--- src/rtl/dccm_port_arbiter.sv ---
// dccm_port_arbiter: shares the single DCCM port between the LSU and a DMA/debug requester.
// The LSU always has priority. A starved DMA request forces an LSU drain and then gets a bounded burst.
// Read data (1-cycle latency) is steered back to whichever side issued the read.
//
// state | meaning
// ------+----------------------------------------------------------------
// IDLE  | normal operation; DMA is served only when the LSU leaves the port free
// DRAIN | DMA starved; hold new LSU issue until the pipeline empties
// BURST | LSU still held; DMA owns free cycles until BURST_MAX beats or valid drops
module dccm_port_arbiter #(
  parameter int XLEN         = 32,
  parameter int STARVE_LIMIT = 16,
  parameter int BURST_MAX    = 4
) (
  input  logic            clk,
  input  logic            rstn,
  input  logic            lsu_busy,
  input  logic [XLEN-1:0] lsu_dccm_raddr,
  input  logic            lsu_dccm_rvalid_in,
  input  logic [XLEN-1:0] lsu_dccm_waddr,
  input  logic            lsu_dccm_wen,
  input  logic [XLEN-1:0] lsu_dccm_wdata,
  output logic [XLEN-1:0] lsu_dccm_rdata,
  output logic            lsu_dccm_rvalid_out,
  output logic            lsu_hold,
  input  logic            dma_req_valid,
  output logic            dma_req_ready,
  input  logic            dma_req_write,
  input  logic [XLEN-1:0] dma_req_addr,
  input  logic [XLEN-1:0] dma_req_wdata,
  output logic            dma_rsp_valid,
  output logic [XLEN-1:0] dma_rsp_rdata,
  output logic [XLEN-1:0] dccm_raddr,
  output logic            dccm_rvalid_in,
  output logic [XLEN-1:0] dccm_waddr,
  output logic            dccm_wen,
  output logic [XLEN-1:0] dccm_wdata,
  input  logic [XLEN-1:0] dccm_rdata,
  input  logic            dccm_rvalid_out
);

  localparam int WCW = $clog2(STARVE_LIMIT + 1);
  localparam int BCW = $clog2(BURST_MAX + 1);
  localparam logic [WCW-1:0] WAIT_LIM  = WCW'(STARVE_LIMIT);
  localparam logic [BCW-1:0] BURST_LIM = BCW'(BURST_MAX);

  typedef enum logic [1:0] {
    IDLE  = 2'd0,
    DRAIN = 2'd1,
    BURST = 2'd2
  } state_t;

  state_t          state, state_nxt;
  logic [WCW-1:0]  wait_cnt;
  logic [BCW-1:0]  burst_cnt, burst_cnt_nxt;
  logic            rd_owner_q;

  logic            lsu_access;
  logic            port_free;
  logic [XLEN-1:0] dma_addr_w;

  assign lsu_access    = lsu_dccm_rvalid_in | lsu_dccm_wen;
  // lsu_busy also covers the second beat of an unaligned access that is not yet on the port
  assign port_free     = ~lsu_access & ~lsu_busy;
  assign dma_req_ready = dma_req_valid & port_free;
  assign dma_addr_w    = dma_req_addr & ~XLEN'(3);

  assign lsu_hold = (state == DRAIN) | (state == BURST);

  assign dma_rsp_valid       = dccm_rvalid_out & rd_owner_q;
  assign lsu_dccm_rvalid_out = dccm_rvalid_out & ~rd_owner_q;
  assign dma_rsp_rdata       = dccm_rdata;
  assign lsu_dccm_rdata      = dccm_rdata;

  // Port mux: LSU passes straight through unless the DMA is accepted this cycle
  always_comb begin
    dccm_raddr     = lsu_dccm_raddr;
    dccm_rvalid_in = lsu_dccm_rvalid_in;
    dccm_waddr     = lsu_dccm_waddr;
    dccm_wen       = lsu_dccm_wen;
    dccm_wdata     = lsu_dccm_wdata;
    if (dma_req_ready) begin
      dccm_raddr     = dma_addr_w;
      dccm_waddr     = dma_addr_w;
      dccm_wdata     = dma_req_wdata;
      dccm_rvalid_in = ~dma_req_write;
      dccm_wen       = dma_req_write;
    end
  end

  // Remember who issued the read so next cycle's data goes back to the right side
  always_ff @(posedge clk or negedge rstn) begin
    if (!rstn) rd_owner_q <= 1'b0;
    else       rd_owner_q <= dma_req_ready & ~dma_req_write;
  end

  // Starvation counter: cycles a valid DMA request has been refused, saturating
  always_ff @(posedge clk or negedge rstn) begin
    if (!rstn)                               wait_cnt <= '0;
    else if (!dma_req_valid || dma_req_ready) wait_cnt <= '0;
    else if (wait_cnt != WAIT_LIM)           wait_cnt <= wait_cnt + WCW'(1);
  end

  // FSM state and burst beat counter registers
  always_ff @(posedge clk or negedge rstn) begin
    if (!rstn) begin
      state     <= IDLE;
      burst_cnt <= '0;
    end else begin
      state     <= state_nxt;
      burst_cnt <= burst_cnt_nxt;
    end
  end

  // FSM next-state; burst_cnt is zeroed whenever IDLE is (re)entered
  always_comb begin
    state_nxt     = state;
    burst_cnt_nxt = burst_cnt;
    case (state)
      IDLE: begin
        burst_cnt_nxt = '0;
        if (wait_cnt == WAIT_LIM) state_nxt = DRAIN;
      end
      DRAIN: begin
        if (!dma_req_valid) begin
          state_nxt     = IDLE;
          burst_cnt_nxt = '0;
        end else if (port_free) begin
          // First beat is accepted in this same cycle
          if (BURST_LIM == BCW'(1)) begin
            state_nxt     = IDLE;
            burst_cnt_nxt = '0;
          end else begin
            state_nxt     = BURST;
            burst_cnt_nxt = BCW'(1);
          end
        end
      end
      BURST: begin
        if (!dma_req_valid) begin
          state_nxt     = IDLE;
          burst_cnt_nxt = '0;
        end else if (dma_req_ready) begin
          if (burst_cnt + BCW'(1) == BURST_LIM) begin
            state_nxt     = IDLE;
            burst_cnt_nxt = '0;
          end else begin
            burst_cnt_nxt = burst_cnt + BCW'(1);
          end
        end
      end
      default: begin
        state_nxt     = IDLE;
        burst_cnt_nxt = '0;
      end
    endcase
  end

  // The LSU and DMA must never share the port in one cycle
  a_no_collision: assert property (@(posedge clk) disable iff (!rstn)
    !(dma_req_ready && lsu_access));

endmodule

--- config.mk ---
export PLATFORM = sky130hd
export DESIGN_NAME = dccm_port_arbiter
export DESIGN_NICKNAME = d
export VERILOG_FILES = /design/src/rtl/dccm_port_arbiter.sv
export SDC_FILE = /design/constraint.sdc
export NUM_CORES = 1
export LEC_CHECK = 0
export BUFFER_PORTS_ARGS = -buffer_cell sky130_fd_sc_hd__buf_2
export CORE_AREA = 10 10 135 137
export CTS_BUF_LIST = sky130_fd_sc_hd__clkbuf_4
export CTS_CLUSTER_SIZE = 8
export DETAILED_ROUTE_END_ITERATION = 6
export DIE_AREA = 0 0 145 147
export HOLD_SLACK_MARGIN = 0.05
export PLACE_DENSITY = 0.49
export SYNTH_ARGS = -nofsm -noshare
export SYNTH_HDL_FRONTEND = slang
export SYNTH_SLANG_ARGS = --single-unit
--- constraint.sdc ---
create_clock -name clk -period 4.2 [get_ports clk]
set_input_delay 0.63 -clock clk [delete_from_list [all_inputs] [get_ports clk]]
set_output_delay 0.63 -clock clk [all_outputs]
set_load 0.01 [all_outputs]
==> results.sh <==
export IMPL_synth_area_top_cells="nand2_1 (42%), buf_4 (23%), dfrtp_1 (12%)"
export IMPL_htreeDepth=1
export IMPL_setup_viol=0
export IMPL_drt_total_wl_mm=12.1
export IMPL_rrSetupSlack_ns=2.58
export IMPL_cellLeakagePower_uw=0.00220
export IMPL_ys_seq_area_share_pct=12.5
export IMPL_r2r_end="state[1]$_DFFE_PN0P_"
export IMPL_initial_utilization_pct=14.2
export IMPL_crit_required_ns=3.57
export IMPL_synth_area_per_cell_um2=5.56
export IMPL_wl_per_cell_um=14.9
export IMPL_fin_area_um2=3310
export IMPL_area_growth_synth_to_final_pct=49.9
export IMPL_r2r_start="wait_cnt[0]$_DFFE_PN0P_"
export IMPL_drtAntennaViolNets=0
export IMPL_r2r_cells=6
export IMPL_setup_tns_ns=0
export IMPL_gp_congestion=0.747
export IMPL_cts_sinks=11
export IMPL_fmax_mhz=318
export IMPL_relSlewSlack_pct=60.7
export IMPL_num_vias=2975
export IMPL_rsz0062_at_grt="no"
export IMPL_yosys_warnings=0
export IMPL_yosysUniqueCellTypes=31
export IMPL_viasPerCell=3.69
export IMPL_path_clk_slew_ns=0.07
export IMPL_die_w_um=145
export IMPL_yosys_area_top_type="nand2_1"
export IMPL_firstDrtPassIters=4
export IMPL_grt_first_pass_wirelength_mm=18.3
export IMPL_synth_async_sr_flop_share_pct=100
export IMPL_drv_cap=0
export IMPL_dp_cells=803
export IMPL_cts_resized=0
export IMPL_rows=46
export IMPL_synth_edf_count=0
export IMPL_dieArea_um2=21300
export IMPL_cp_end_kind="output port"
export IMPL_grt_max_degree=60
export IMPL_holdCritPathClass="input pin to asynchronous set/reset pin"
export IMPL_syn_inst=397
export IMPL_antenna_found_initial=0
export IMPL_ys_flop_type="dfrtp_1"
export IMPL_cp_max_fo=40
export IMPL_drt_iter0_drc=94
export IMPL_skew_ns=0.00329
export IMPL_hold_buffers=0
export IMPL_cts_root_buffer="clkbuf_4"
export IMPL_placed_cell_area_um2=3280
export IMPL_clock_path_buffers=2
export IMPL_multi_input_area_um2=1360
export IMPL_route_detailed_drc=0
export IMPL_core_area_um2=15600
export IMPL_io_buffer_count=267
export IMPL_worst_slew_pin_slew_ns=0.588
export IMPL_post_route_period_util_pct=74.9
export IMPL_hold_ws_ns=0.223
export IMPL_tritoncts="yes"
export IMPL_grt_pass1_vias=3251
export IMPL_layout_area_seq_um2=275
export IMPL_synth_area_um2=2210
export IMPL_grt_usage_pct=10.5
export IMPL_syn_nets=604
export IMPL_post_cts_buffers=0
export IMPL_num_antenna_cells=0
export IMPL_pin_count=366
export IMPL_cp_arrival_ns=2.52
export IMPL_drive_gt1_share_pct=48.2
export IMPL_hpwl_mm=10.6
export IMPL_outcome="finished, final reports clean"
export IMPL_finalHoldViolCount=0
export IMPL_design_power_total_uw=545
export IMPL_overflow=0
export IMPL_slew_violations=0
export IMPL_fillers=1815
export IMPL_power_density_nw_per_um2=165
export IMPL_clk_latency_ns=0.27
export IMPL_dieHeight_um=147
export IMPL_synth_top_area_share_pct=42.3
export IMPL_nets=799
export IMPL_ys_ff_latch=11
export IMPL_period_needed_ns=3.15
export IMPL_start_kind="input pin"
export IMPL_cts_buffers=3
export IMPL_vdd_drop_max_uv=71.8
export IMPL_stdcell_count=807
export IMPL_path_class="input pin to output port"
## cell usage in the layout (no fill, tap or decap), drive strengths merged, types with 2 or more instances in the layout
cell type and count:
nand3 2, xor2 3, o21ai 5, nor2b 2
ha 7, nand2 250, nor3 3, inv 5
buf 270, dfrtp 11, xnor2 2, and2 6
nor2 9, clkbuf 4
## routing by layer
layer | vias up | routed length, um | global-route usage [%]
met5 | - | 0 | 0
li1 | 1528 | - | -
met4 | 0 | 96 | 1.07
met2 | 206 | 5820 | 18.4
met3 | 14 | 1500 | 5.50
met1 | 1227 | 4650 | 11.4
## cell usage after synthesis (2+ instances only)
cell type / instances
and2_1: 6
buf_2: 9
buf_4: 67
clkbuf_1: 4
dfrtp_1: 11
ha_1: 7
inv_1: 4
nand2_1: 249
nand3_1: 2
nor2_1: 8
nor2b_1: 2
nor3_2: 2
o21ai_0: 5
xnor2_1: 2
xor2_1: 3
## metrics by stage
step           setup slack [ns]  util [%]
2_1_floorplan              2.16         -
3_3_place_gp              0.947      21.0
3_5_place_dp              0.942      21.0
4_1_cts                   0.951      21.2
5_1_grt                   0.726      21.2
6_report                   1.05      21.2
## worst max-delay path, stage by stage
cell and delay (ns):
buf_2 0.12, nor3_2 0.25, nand2_4 0.28, inv_2 0.55, buf_4 0.35, nand2_1 0.11, nand2_1 0.08, buf_2 0.13
## sequential cells by signal, summed over array words and instances (netlist names)
signal / count
burst_cnt: 3
state: 2
wait_cnt: 5
rd_owner_q: 1
## cell type report
| type | instances | area share [%] |
|---|---|---|
| tap | 216 | 8.17 |
| inverter | 5 | 0.567 |
| multi-input combinational | 301 | 41.0 |
| clock buffer | 4 | 0.907 |
| sequential | 11 | 8.32 |
| timing repair buffer | 270 | 41.1 |
## power by group
group	switching [uW]	internal [uW]	leakage, uW
combinational	181	163	0.00203
sequential	7.24	114	0.000151
clock	36.2	43.2	0.0000184
## cells by family (layout without fill, tap and decap cells)
| group | count (synthesis) | count (layout) | share of synthesized area, % |
|---|---|---|---|
| flops | 11 | 11 | 12.5 |
| buf+inv | 85 | 279 | 26.3 |
| compound gates | 9 | 9 | 3.34 |
| xor+xnor | 5 | 5 | 1.98 |
| fa+ha+maj | 7 | 7 | 3.97 |
| mux | 2 | 2 | 1.13 |
| simple gates | 278 | 278 | 50.8 |
## worst max path at each step
stage	depth (start not counted)	from	slack [ns]	to
6_report	8	lsu_busy	1.05	dccm_waddr[29]
5_1_grt	8	lsu_busy	0.73	dccm_waddr[27]
3_5_place_dp	8	lsu_busy	0.94	dccm_raddr[19]
3_3_place_gp	8	lsu_busy	0.95	dccm_raddr[19]
4_1_cts	8	lsu_busy	0.95	dccm_raddr[19]
2_1_floorplan	6	lsu_busy	2.16	dccm_wdata[22]
Note: power is estimated with default switching activity, not from simulation.
